## src/rtl/mem_arb_pkg.sv

```systemverilog
// Shared types for the memory arbiter.
// Build option: MEM_ARB_RR_EN selects round-robin arbitration in mem_arb_picker.
package mem_arb_pkg;

    localparam int unsigned NUM_REQ = 3;

    typedef enum logic [1:0] {
        IDLE,
        ISSUE,
        RESP
    } state_e;

    // Encoding doubles as the bit index into the request vector.
    typedef enum logic [1:0] {
        REQ_DWR = 2'd0,
        REQ_DRD = 2'd1,
        REQ_IRD = 2'd2
    } req_e;

    // Successor modulo NUM_REQ.
    function automatic req_e next_req(input req_e r);
        return (r == REQ_IRD) ? REQ_DWR : req_e'(r + 2'd1);
    endfunction

endpackage

```

## src/rtl/mem_arb_picker.sv

```systemverilog
// Combinational winner selection among the three requesters.
// Build option: MEM_ARB_RR_EN defined -> round-robin search starting at ptr;
// undefined -> fixed priority D-write > D-read > I-read (no ptr port).
module mem_arb_picker
    import mem_arb_pkg::*;
(
    input  logic [NUM_REQ-1:0] req,
`ifdef MEM_ARB_RR_EN
    input  req_e               ptr,
`endif
    output logic               valid,
    output req_e               winner
);

`ifdef MEM_ARB_RR_EN
    req_e cand;

    // Search ptr, ptr+1, ptr+2 (mod 3); first asserted request wins.
    always_comb begin
        valid  = 1'b0;
        winner = REQ_DWR;
        cand   = ptr;
        for (int i = 0; i < NUM_REQ; i++) begin
            if (!valid && req[cand]) begin
                valid  = 1'b1;
                winner = cand;
            end
            cand = next_req(cand);
        end
    end
`else
    // Fixed priority: lowest index wins.
    always_comb begin
        valid  = |req;
        winner = REQ_DWR;
        if (req[REQ_DWR]) begin
            winner = REQ_DWR;
        end else if (req[REQ_DRD]) begin
            winner = REQ_DRD;
        end else if (req[REQ_IRD]) begin
            winner = REQ_IRD;
        end
    end
`endif

endmodule

```

## src/rtl/mem_arbiter.sv

```systemverilog
// Single-port memory arbiter: serialises I-fill, D-fill and D-write-back onto one
// memory request channel, one transaction outstanding, and steers burst read data
// back to the owning cache.
// Build option: MEM_ARB_RR_EN enables round-robin arbitration (default: fixed priority).
module mem_arbiter
    import mem_arb_pkg::*;
#(
    parameter int unsigned ADDR_WIDTH = 26,
    parameter int unsigned DATA_WIDTH = 32,
    parameter int unsigned BURST_LEN  = 4
) (
    input  logic                  clk,
    input  logic                  rst_n,
    input  logic                  i_rd_req,
    input  logic [ADDR_WIDTH-1:0] i_rd_addr,
    output logic                  i_rd_gnt,
    output logic [DATA_WIDTH-1:0] i_rd_data,
    output logic                  i_rd_data_valid,
    input  logic                  d_rd_req,
    input  logic [ADDR_WIDTH-1:0] d_rd_addr,
    output logic                  d_rd_gnt,
    output logic [DATA_WIDTH-1:0] d_rd_data,
    output logic                  d_rd_data_valid,
    input  logic                  d_wr_req,
    input  logic [ADDR_WIDTH-1:0] d_wr_addr,
    input  logic [DATA_WIDTH-1:0] d_wr_data,
    output logic                  d_wr_gnt,
    output logic                  mem_req_valid,
    input  logic                  mem_req_ready,
    output logic                  mem_req_we,
    output logic [ADDR_WIDTH-1:0] mem_req_addr,
    output logic [DATA_WIDTH-1:0] mem_req_wdata,
    input  logic                  mem_rsp_valid,
    input  logic [DATA_WIDTH-1:0] mem_rsp_data,
    output logic                  protocol_err
);

    // One extra bit so the counter can hold BURST_LEN itself without wrapping.
    localparam int unsigned        CNT_W = $clog2(BURST_LEN) + 1;
    localparam logic [CNT_W-1:0]   LAST  = CNT_W'(BURST_LEN);

    state_e                state_q, state_d;
    req_e                  owner_q, owner_d;
    logic [ADDR_WIDTH-1:0] addr_q, addr_d;
    logic                  we_q, we_d;
    logic [DATA_WIDTH-1:0] wdata_q, wdata_d;
    logic [CNT_W-1:0]      cnt_q, cnt_d;
    logic [DATA_WIDTH-1:0] rsp_data_q;
    logic                  i_dv_q, d_dv_q;
    logic                  err_q;

    logic [NUM_REQ-1:0]    req_vec;
    logic                  pick_valid;
    req_e                  pick_winner;
    logic                  rsp_take;

    assign req_vec  = {i_rd_req, d_rd_req, d_wr_req};
    assign rsp_take = (state_q == RESP) && mem_rsp_valid;

`ifdef MEM_ARB_RR_EN
    req_e ptr_q, ptr_d;

    mem_arb_picker u_picker (
        .req    (req_vec),
        .ptr    (ptr_q),
        .valid  (pick_valid),
        .winner (pick_winner)
    );
`else
    mem_arb_picker u_picker (
        .req    (req_vec),
        .valid  (pick_valid),
        .winner (pick_winner)
    );
`endif

    // FSM next state, request latching and beat counting.
    always_comb begin
        state_d = state_q;
        owner_d = owner_q;
        addr_d  = addr_q;
        we_d    = we_q;
        wdata_d = wdata_q;
        cnt_d   = cnt_q;
`ifdef MEM_ARB_RR_EN
        ptr_d   = ptr_q;
`endif
        unique case (state_q)
            IDLE: begin
                if (pick_valid) begin
                    owner_d = pick_winner;
                    state_d = ISSUE;
`ifdef MEM_ARB_RR_EN
                    ptr_d   = next_req(pick_winner);
`endif
                    case (pick_winner)
                        REQ_DWR: begin
                            addr_d  = d_wr_addr;
                            we_d    = 1'b1;
                            wdata_d = d_wr_data;
                        end
                        REQ_DRD: begin
                            addr_d  = d_rd_addr;
                            we_d    = 1'b0;
                            wdata_d = '0;
                        end
                        default: begin
                            addr_d  = i_rd_addr;
                            we_d    = 1'b0;
                            wdata_d = '0;
                        end
                    endcase
                end
            end
            ISSUE: begin
                if (mem_req_ready) begin
                    if (we_q) begin
                        state_d = IDLE;
                    end else begin
                        state_d = RESP;
                        cnt_d   = '0;
                    end
                end
            end
            RESP: begin
                if (mem_rsp_valid) begin
                    cnt_d = cnt_q + 1'b1;
                    if (cnt_d == LAST) begin
                        state_d = IDLE;
                    end
                end
            end
            default: state_d = IDLE;
        endcase
    end

    // Control state and latched request fields.
    always_ff @(posedge clk or negedge rst_n) begin
        if (!rst_n) begin
            state_q <= IDLE;
            owner_q <= REQ_DWR;
            addr_q  <= '0;
            we_q    <= 1'b0;
            wdata_q <= '0;
            cnt_q   <= '0;
        end else begin
            state_q <= state_d;
            owner_q <= owner_d;
            addr_q  <= addr_d;
            we_q    <= we_d;
            wdata_q <= wdata_d;
            cnt_q   <= cnt_d;
        end
    end

`ifdef MEM_ARB_RR_EN
    // Round-robin pointer, advanced when a request is latched.
    always_ff @(posedge clk or negedge rst_n) begin
        if (!rst_n) begin
            ptr_q <= REQ_DWR;
        end else begin
            ptr_q <= ptr_d;
        end
    end
`endif

    // Register each accepted beat and steer its strobe to the owner only.
    always_ff @(posedge clk or negedge rst_n) begin
        if (!rst_n) begin
            rsp_data_q <= '0;
            i_dv_q     <= 1'b0;
            d_dv_q     <= 1'b0;
        end else begin
            i_dv_q <= rsp_take && (owner_q == REQ_IRD);
            d_dv_q <= rsp_take && (owner_q == REQ_DRD);
            if (rsp_take) begin
                rsp_data_q <= mem_rsp_data;
            end
        end
    end

    // Sticky flag for beats arriving when no read is outstanding.
    always_ff @(posedge clk or negedge rst_n) begin
        if (!rst_n) begin
            err_q <= 1'b0;
        end else if (mem_rsp_valid && (state_q != RESP)) begin
            err_q <= 1'b1;
        end
    end

    // Request channel outputs; grants are combinational so they align with the handshake.
    always_comb begin
        mem_req_valid   = (state_q == ISSUE);
        mem_req_we      = we_q;
        mem_req_addr    = addr_q;
        mem_req_wdata   = wdata_q;
        d_wr_gnt        = mem_req_valid && mem_req_ready && (owner_q == REQ_DWR);
        d_rd_gnt        = mem_req_valid && mem_req_ready && (owner_q == REQ_DRD);
        i_rd_gnt        = mem_req_valid && mem_req_ready && (owner_q == REQ_IRD);
        i_rd_data       = rsp_data_q;
        d_rd_data       = rsp_data_q;
        i_rd_data_valid = i_dv_q;
        d_rd_data_valid = d_dv_q;
        protocol_err    = err_q;
    end

endmodule
```

## config.mk

```make
export PLATFORM = sky130hd
export DESIGN_NAME = mem_arbiter
export DESIGN_NICKNAME = d
export VERILOG_FILES = /design/src/rtl/mem_arb_pkg.sv /design/src/rtl/mem_arb_picker.sv /design/src/rtl/mem_arbiter.sv
export SDC_FILE = /design/constraint.sdc
export NUM_CORES = 1
export LEC_CHECK = 0
export CAP_MARGIN = 5
export CORE_UTILIZATION = 42
export CTS_BUF_LIST = sky130_fd_sc_hd__clkbuf_2 sky130_fd_sc_hd__clkbuf_4 sky130_fd_sc_hd__clkbuf_8
export DETAILED_ROUTE_END_ITERATION = 10
export PLACE_DENSITY = 0.88
export SLEW_MARGIN = 20
export SYNTH_ARGS = -nofsm -noshare
export SYNTH_HDL_FRONTEND = slang
export SYNTH_HIERARCHICAL = 1
export SYNTH_SLANG_ARGS = --single-unit
```

## constraint.sdc

```tcl
create_clock -name clk -period 3.45 [get_ports clk]
set_input_delay 0.345 -clock clk [delete_from_list [all_inputs] [get_ports clk]]
set_output_delay 0.345 -clock clk [all_outputs]
set_load 0.01 [all_outputs]
```

# Word level (Yosys, flattened, before mapping)
# Index checks and enable logic that the tools add are counted.
[word_totals]
regBits = 101
input_bits = 149
output_inout_bits = 130
wordCells = 55
[classes]
add_sub_neg = 1
eq_ne = 12
n_mux = 16
reduce_logical = 16
[op_table]
columns = ["op", "n"]
rows = [
  ["26-bit case mux with 2 select lines", 1],
  ["32-bit 2-to-1 mux", 1],
  ["2-bit 2-to-1 mux", 8],
  ["3-bit 2-to-1 mux", 3],
  ["1-bit logical AND", 8],
  ["2-bit inequality test, second input constant", 4],
  ["4-bit AND reduction", 2],
  ["2-bit by 1-bit equality test with 1-bit output, second input constant", 3],
  ["2-bit zero test", 3],
  ["2-bit case mux with 3 select lines", 1],
  ["3-bit case mux with 2 select lines", 1],
  ["2-bit equality test, second input constant", 2],
  ["2-bit by 1-bit inequality test with 1-bit output, second input constant", 2],
  ["3-bit by 1-bit adder with 3-bit output, second input constant", 1],
  ["3-bit equality test, second input constant", 1],
  ["3-bit OR reduction", 1],
  ["2-bit AND reduction", 1],
  ["2-bit nonzero test", 1],
  ["1-bit 2-to-1 mux", 1],
]

# Longest topological paths before layout
[depth]
depth_word = 5
mapped_depth = 6
depth_no_buf = 4

# Hierarchy
# The synthesis kept the hierarchy.
[by_module_without_submodules]
columns = ["mod", "instances", "cells_per_inst", "area_per_inst_um2", "seq_area_each_um2"]
rows = [
  ["mem_arbiter", 1, 423, 4672.0, 2527.4],
  ["mem_arb_picker", 1, 3, 20.0, 0.0],
]

# Worst setup path before layout
# No wires, ideal clock.
[synth_timing]
path_type = "input to register"
from = "input d_rd_req"
to = "register we_q (netlist: mem_req_we)"
setup_time_ns = 0.125
t_arrival_ns = 1.449
required_ns = 3.325
path_slack_ns = 1.876
path_stages = 5
n_path_buf = 2
path_cell_list = "or3_1 or3b_4 buf_6 buf_6 mux2_4"
[synth_between]
elab_chain_len = 4
word_cells_on_any_way = 6
cone_classes = "mux: 3; reduce/logical: 3"
[synth_rtl]
columns = ["item", "line", "text"]
rows = [
  ["start, declared", "mem_arbiter.sv:19", "input logic d_rd_req,"],
  ["2-bit 2-to-1 mux", "mem_arb_picker.sv:38", "end else if (req[REQ_DRD]) begin"],
  ["2-bit 2-to-1 mux", "mem_arb_picker.sv:36", "if (req[REQ_DWR]) begin"],
  ["2-bit zero test", "mem_arbiter.sv:96", "case (pick_winner)"],
  ["1-bit 2-to-1 mux", "mem_arbiter.sv:96", ""],
  ["end signal, assigned", "mem_arbiter.sv:150", "we_q <= we_d;"],
  ["end, declared", "mem_arbiter.sv:45", "logic we_q, we_d;"],
]
# Parallel ways exist; a longest one is shown, timed or not.
# A chain may end at the register's enable or synchronous reset.

# Worst setup path in the final report
[layout_timing]
from = "register state_q[1]"
to = "output d_wr_gnt"
[layout_between]
elab_chain_len = 3
[layout_rtl]
columns = ["item", "line", "text"]
rows = [
  ["start, declared", "mem_arbiter.sv:42", "state_e state_q, state_d;"],
  ["start signal, assigned", "mem_arbiter.sv:147", "state_q <= state_d;"],
  ["2-bit by 1-bit equality test with 1-bit output", "mem_arbiter.sv:193", "mem_req_valid = (state_q == ISSUE);"],
  ["1-bit logical AND (2 in series)", "mem_arbiter.sv:197", "d_wr_gnt = mem_req_valid && mem_req_ready && (owner_q == REQ_DWR);"],
  ["end, declared", "mem_arbiter.sv:27", "output logic d_wr_gnt,"],
]
# No other way between the ends.

==> out/metrics.cfg <==
[power]
seq_power_share=0.358
pwr-share-clk=0.132
leakage_nw=3.19
p_sw_mw=1.99
power_density_mw_per_mm2=769
switching_share=0.343
comb_power_share=0.511
p_int_mw=3.83
max-vdd-ir-drop_mv=0.478

[setup_path]
cp_num_cells=3
cp-startpoint=state_q[1]
cp-endpoint=d_wr_gnt
critPathCaptureType=output pin
critPathArrivalTime_ns=1.88
slowest_delay_ns=0.58
path_delay_family=buffers and inverters
r2r_setup_slack_ns=1.51
crit_chain=nand3b_1 > nor3_1 > clkdlybuf4s50_1
startpoint_type=register
rr_worst_depth=3
critPathBufInv=1
required_ns=3.11
worstReg2RegEnd=d_rd_data[10]
cp_slowest_cell=clkdlybuf4s50_1
path_class=reg2out
path_max_fanout=5
reg2reg_from=state_q[0]

[final_layout]
diodes=0
fill_cells=790
layout.cells.non_filler=808
finalNetCount=814
multiInputGateArea_sq_mm=0.00180
layout-drive-gt1-share=0.133
area_delta_synth_final_pct=61.2
seq_area_sq_mm=0.00253

[timing]
rsz0062_at_grt=no
slew_viol_final=0
clock_skew_ns=0.0112
setup_viol=0
finalSetupTns_ns=0
slew-limit-headroom=0.461
period_share=0.646
period_needed_ns=2.23
timing.fmax_mhz=449
worst_slew_pin_slew_ns=0.805
hold_violations=0

[floorplan]
core_area_sq_mm=0.0108
die_area_sq_mm=0.0116
io_pins=279
num_rows=38
die_height_microns=108
start_util=0.433
die_x_microns=108

[detailed_routing]
vias=3911
drt_iter0_drc=164
ant_nets=0
first_pass_iters=4
wl_per_cell_microns=15.5
via_per_inst=4.84
wirelength_mm=12.6
drcViolationCount=0

[clocking]
cts_buffers=9
cts-root-buf=clkbuf_8
cts_resized=0
clock_latency_ns=0.36
cts_tree=built
cts_setup_buffers=0
clockBufferDepth=2
path_clk_slew_ns=0.10
h-tree-depth=3
hold_buffers=0
clock_sinks=101

[synth]
synth_cell_type_count=25
synth_area_sq_mm=0.00469
syn-num-nets=577
syn_avg_cell_area_sq_um=11.0
netlist_top_cells_area=dfrtp_1 54%, mux2_2 14%, nand2_1 7.3%, o21ai_0 6.3%, mux2i_1 5.5%
ys_warn_count=6
synth-seq-cells=101
ys_seq_area_frac=0.539
syn_inst=426
synth_top_area_frac=0.539
yosys.area.top_type=dfrtp_1

[placed_design]
io_buffers=278
hpwlAfterDp_mm=9.74
gp_congestion=0.719
dp_cells=792

[global_route]
grt_pass1_wl_mm=19.3
grt_max_degree=92
antenna_found_initial=0
grtUsageTotal=0.220
overflow=0
grt_pass1_vias=3954

[run_status]
status=complete, no violations

[worst_hold_path]
hp-class=in2async

[run]
cap_viol_max_count=0

-- cells by family after synthesis --
group | share of synthesized area
AND/OR/NAND/NOR | 0.0957
adder cells (fa/ha/maj) | 0.00533
multiplexers | 0.207
AO/OA/AOI/OAI | 0.0731
flip-flops | 0.539
buffers and inverters | 0.0805
-- metrics by stage --
stage | area (sq um) | total power [mW] | utilization | worst slack (ns) | hold WS, ns
5_1_grt | 7560 | 6.20 | 0.698 | 1.10 | 0.117
2_1_floorplan | 4690 | 3.51 | - | 1.88 | 0.0494
3_3_place_gp | 7360 | 4.99 | 0.679 | 1.08 | 0.443
4_1_cts | 7560 | 5.88 | 0.697 | 1.17 | 0.225
3_5_place_dp | 7360 | 5.12 | 0.679 | 0.969 | 0.451
6_report | 7560 | 5.82 | 0.698 | 1.22 | 0.0504
-- power by group through the flow --
stage	logic, mW	clock network (mW)	registers [mW]
after floorplan	1.24	0	2.27
after global placement	2.93	0	2.07
after detailed placement	3.01	0	2.11
after CTS	3.01	0.785	2.09
after global routing	3.22	0.830	2.15
final	2.97	0.766	2.08
-- how the worst min path moves through the flow --
stage,from,end,slack (ns),cells after the start
3_3_place_gp,protocol_err,protocol_err,0.44,1
5_1_grt,rst_n,d_rd_data[18],0.12,1
2_1_floorplan,rst_n,cnt_q[0],0.05,0
3_5_place_dp,protocol_err,protocol_err,0.45,1
4_1_cts,rst_n,mem_req_wdata[15],0.23,1
6_report,rst_n,d_rd_data[24],0.05,1
-- state kept, by name, indices dropped and copies added, names as in the netlist --
signal and count:
owner_q 2, cnt_q 3, d_rd_data 32, i_rd_data_valid 1
mem_req_addr 26, protocol_err 1, d_rd_data_valid 1, state_q 2
mem_req_wdata 32, mem_req_we 1
-- cells in the final DEF (no fill, tap or decap), types with 2 or more instances in the layout --
| cell type | synthesis | routed |
|---|---|---|
| nand2_1 | 91 | 91 |
| mux2_4 | 3 | 3 |
| a21oi_1 | 2 | 2 |
| nand2b_1 | 6 | 6 |
| a21o_1 | 2 | 2 |
| ha_1 | 2 | 2 |
| nor2_1 | 5 | 4 |
| clkdlybuf4s50_1 | 0 | 277 |
| mux2_2 | 59 | 59 |
| buf_12 | 0 | 2 |
| dfrtp_1 | 101 | 101 |
| mux2i_1 | 26 | 26 |
| o21ai_0 | 59 | 59 |
| buf_4 | 32 | 4 |
| clkinvlp_4 | 0 | 2 |
| clkbuf_8 | 0 | 10 |
| nand3b_1 | 2 | 2 |
| inv_1 | 2 | 2 |
-- synthesized netlist by cell type, drive strengths merged --
cell / n
a21oi: 2
mux2: 62
nor3b: 1
nor3: 1
a22o: 1
nand2b: 6
a21o: 2
buf: 48
nor2b: 1
o21ai: 59
clkbuf: 10
ha: 2
dfrtp: 101
inv: 2
nand3b: 2
o21a: 1
mux2i: 26
nor2: 5
or3b: 1
nand2: 91
or3: 1
o22ai: 1
-- layout make-up --
type | count | share of cell area
clock buffer | 11 | 0.0192
multi-input combinational | 265 | 0.238
sequential | 101 | 0.334
clock inverter | 5 | 0.00777
timing repair buffer | 284 | 0.377
inverter | 2 | 0.000992
tap | 140 | 0.0232
-- routing by layer --
metal	wire, microns	track usage	vias up	share of wire
met1	4450	0.230	1818	0.35
met2	6740	0.408	194	0.54
li1	-	-	1873	-
met3	1020	0.0569	26	0.081
met5	0	0	-	0
met4	339	0.101	0	0.027
Note: power is estimated with default switching activity, not from simulation.
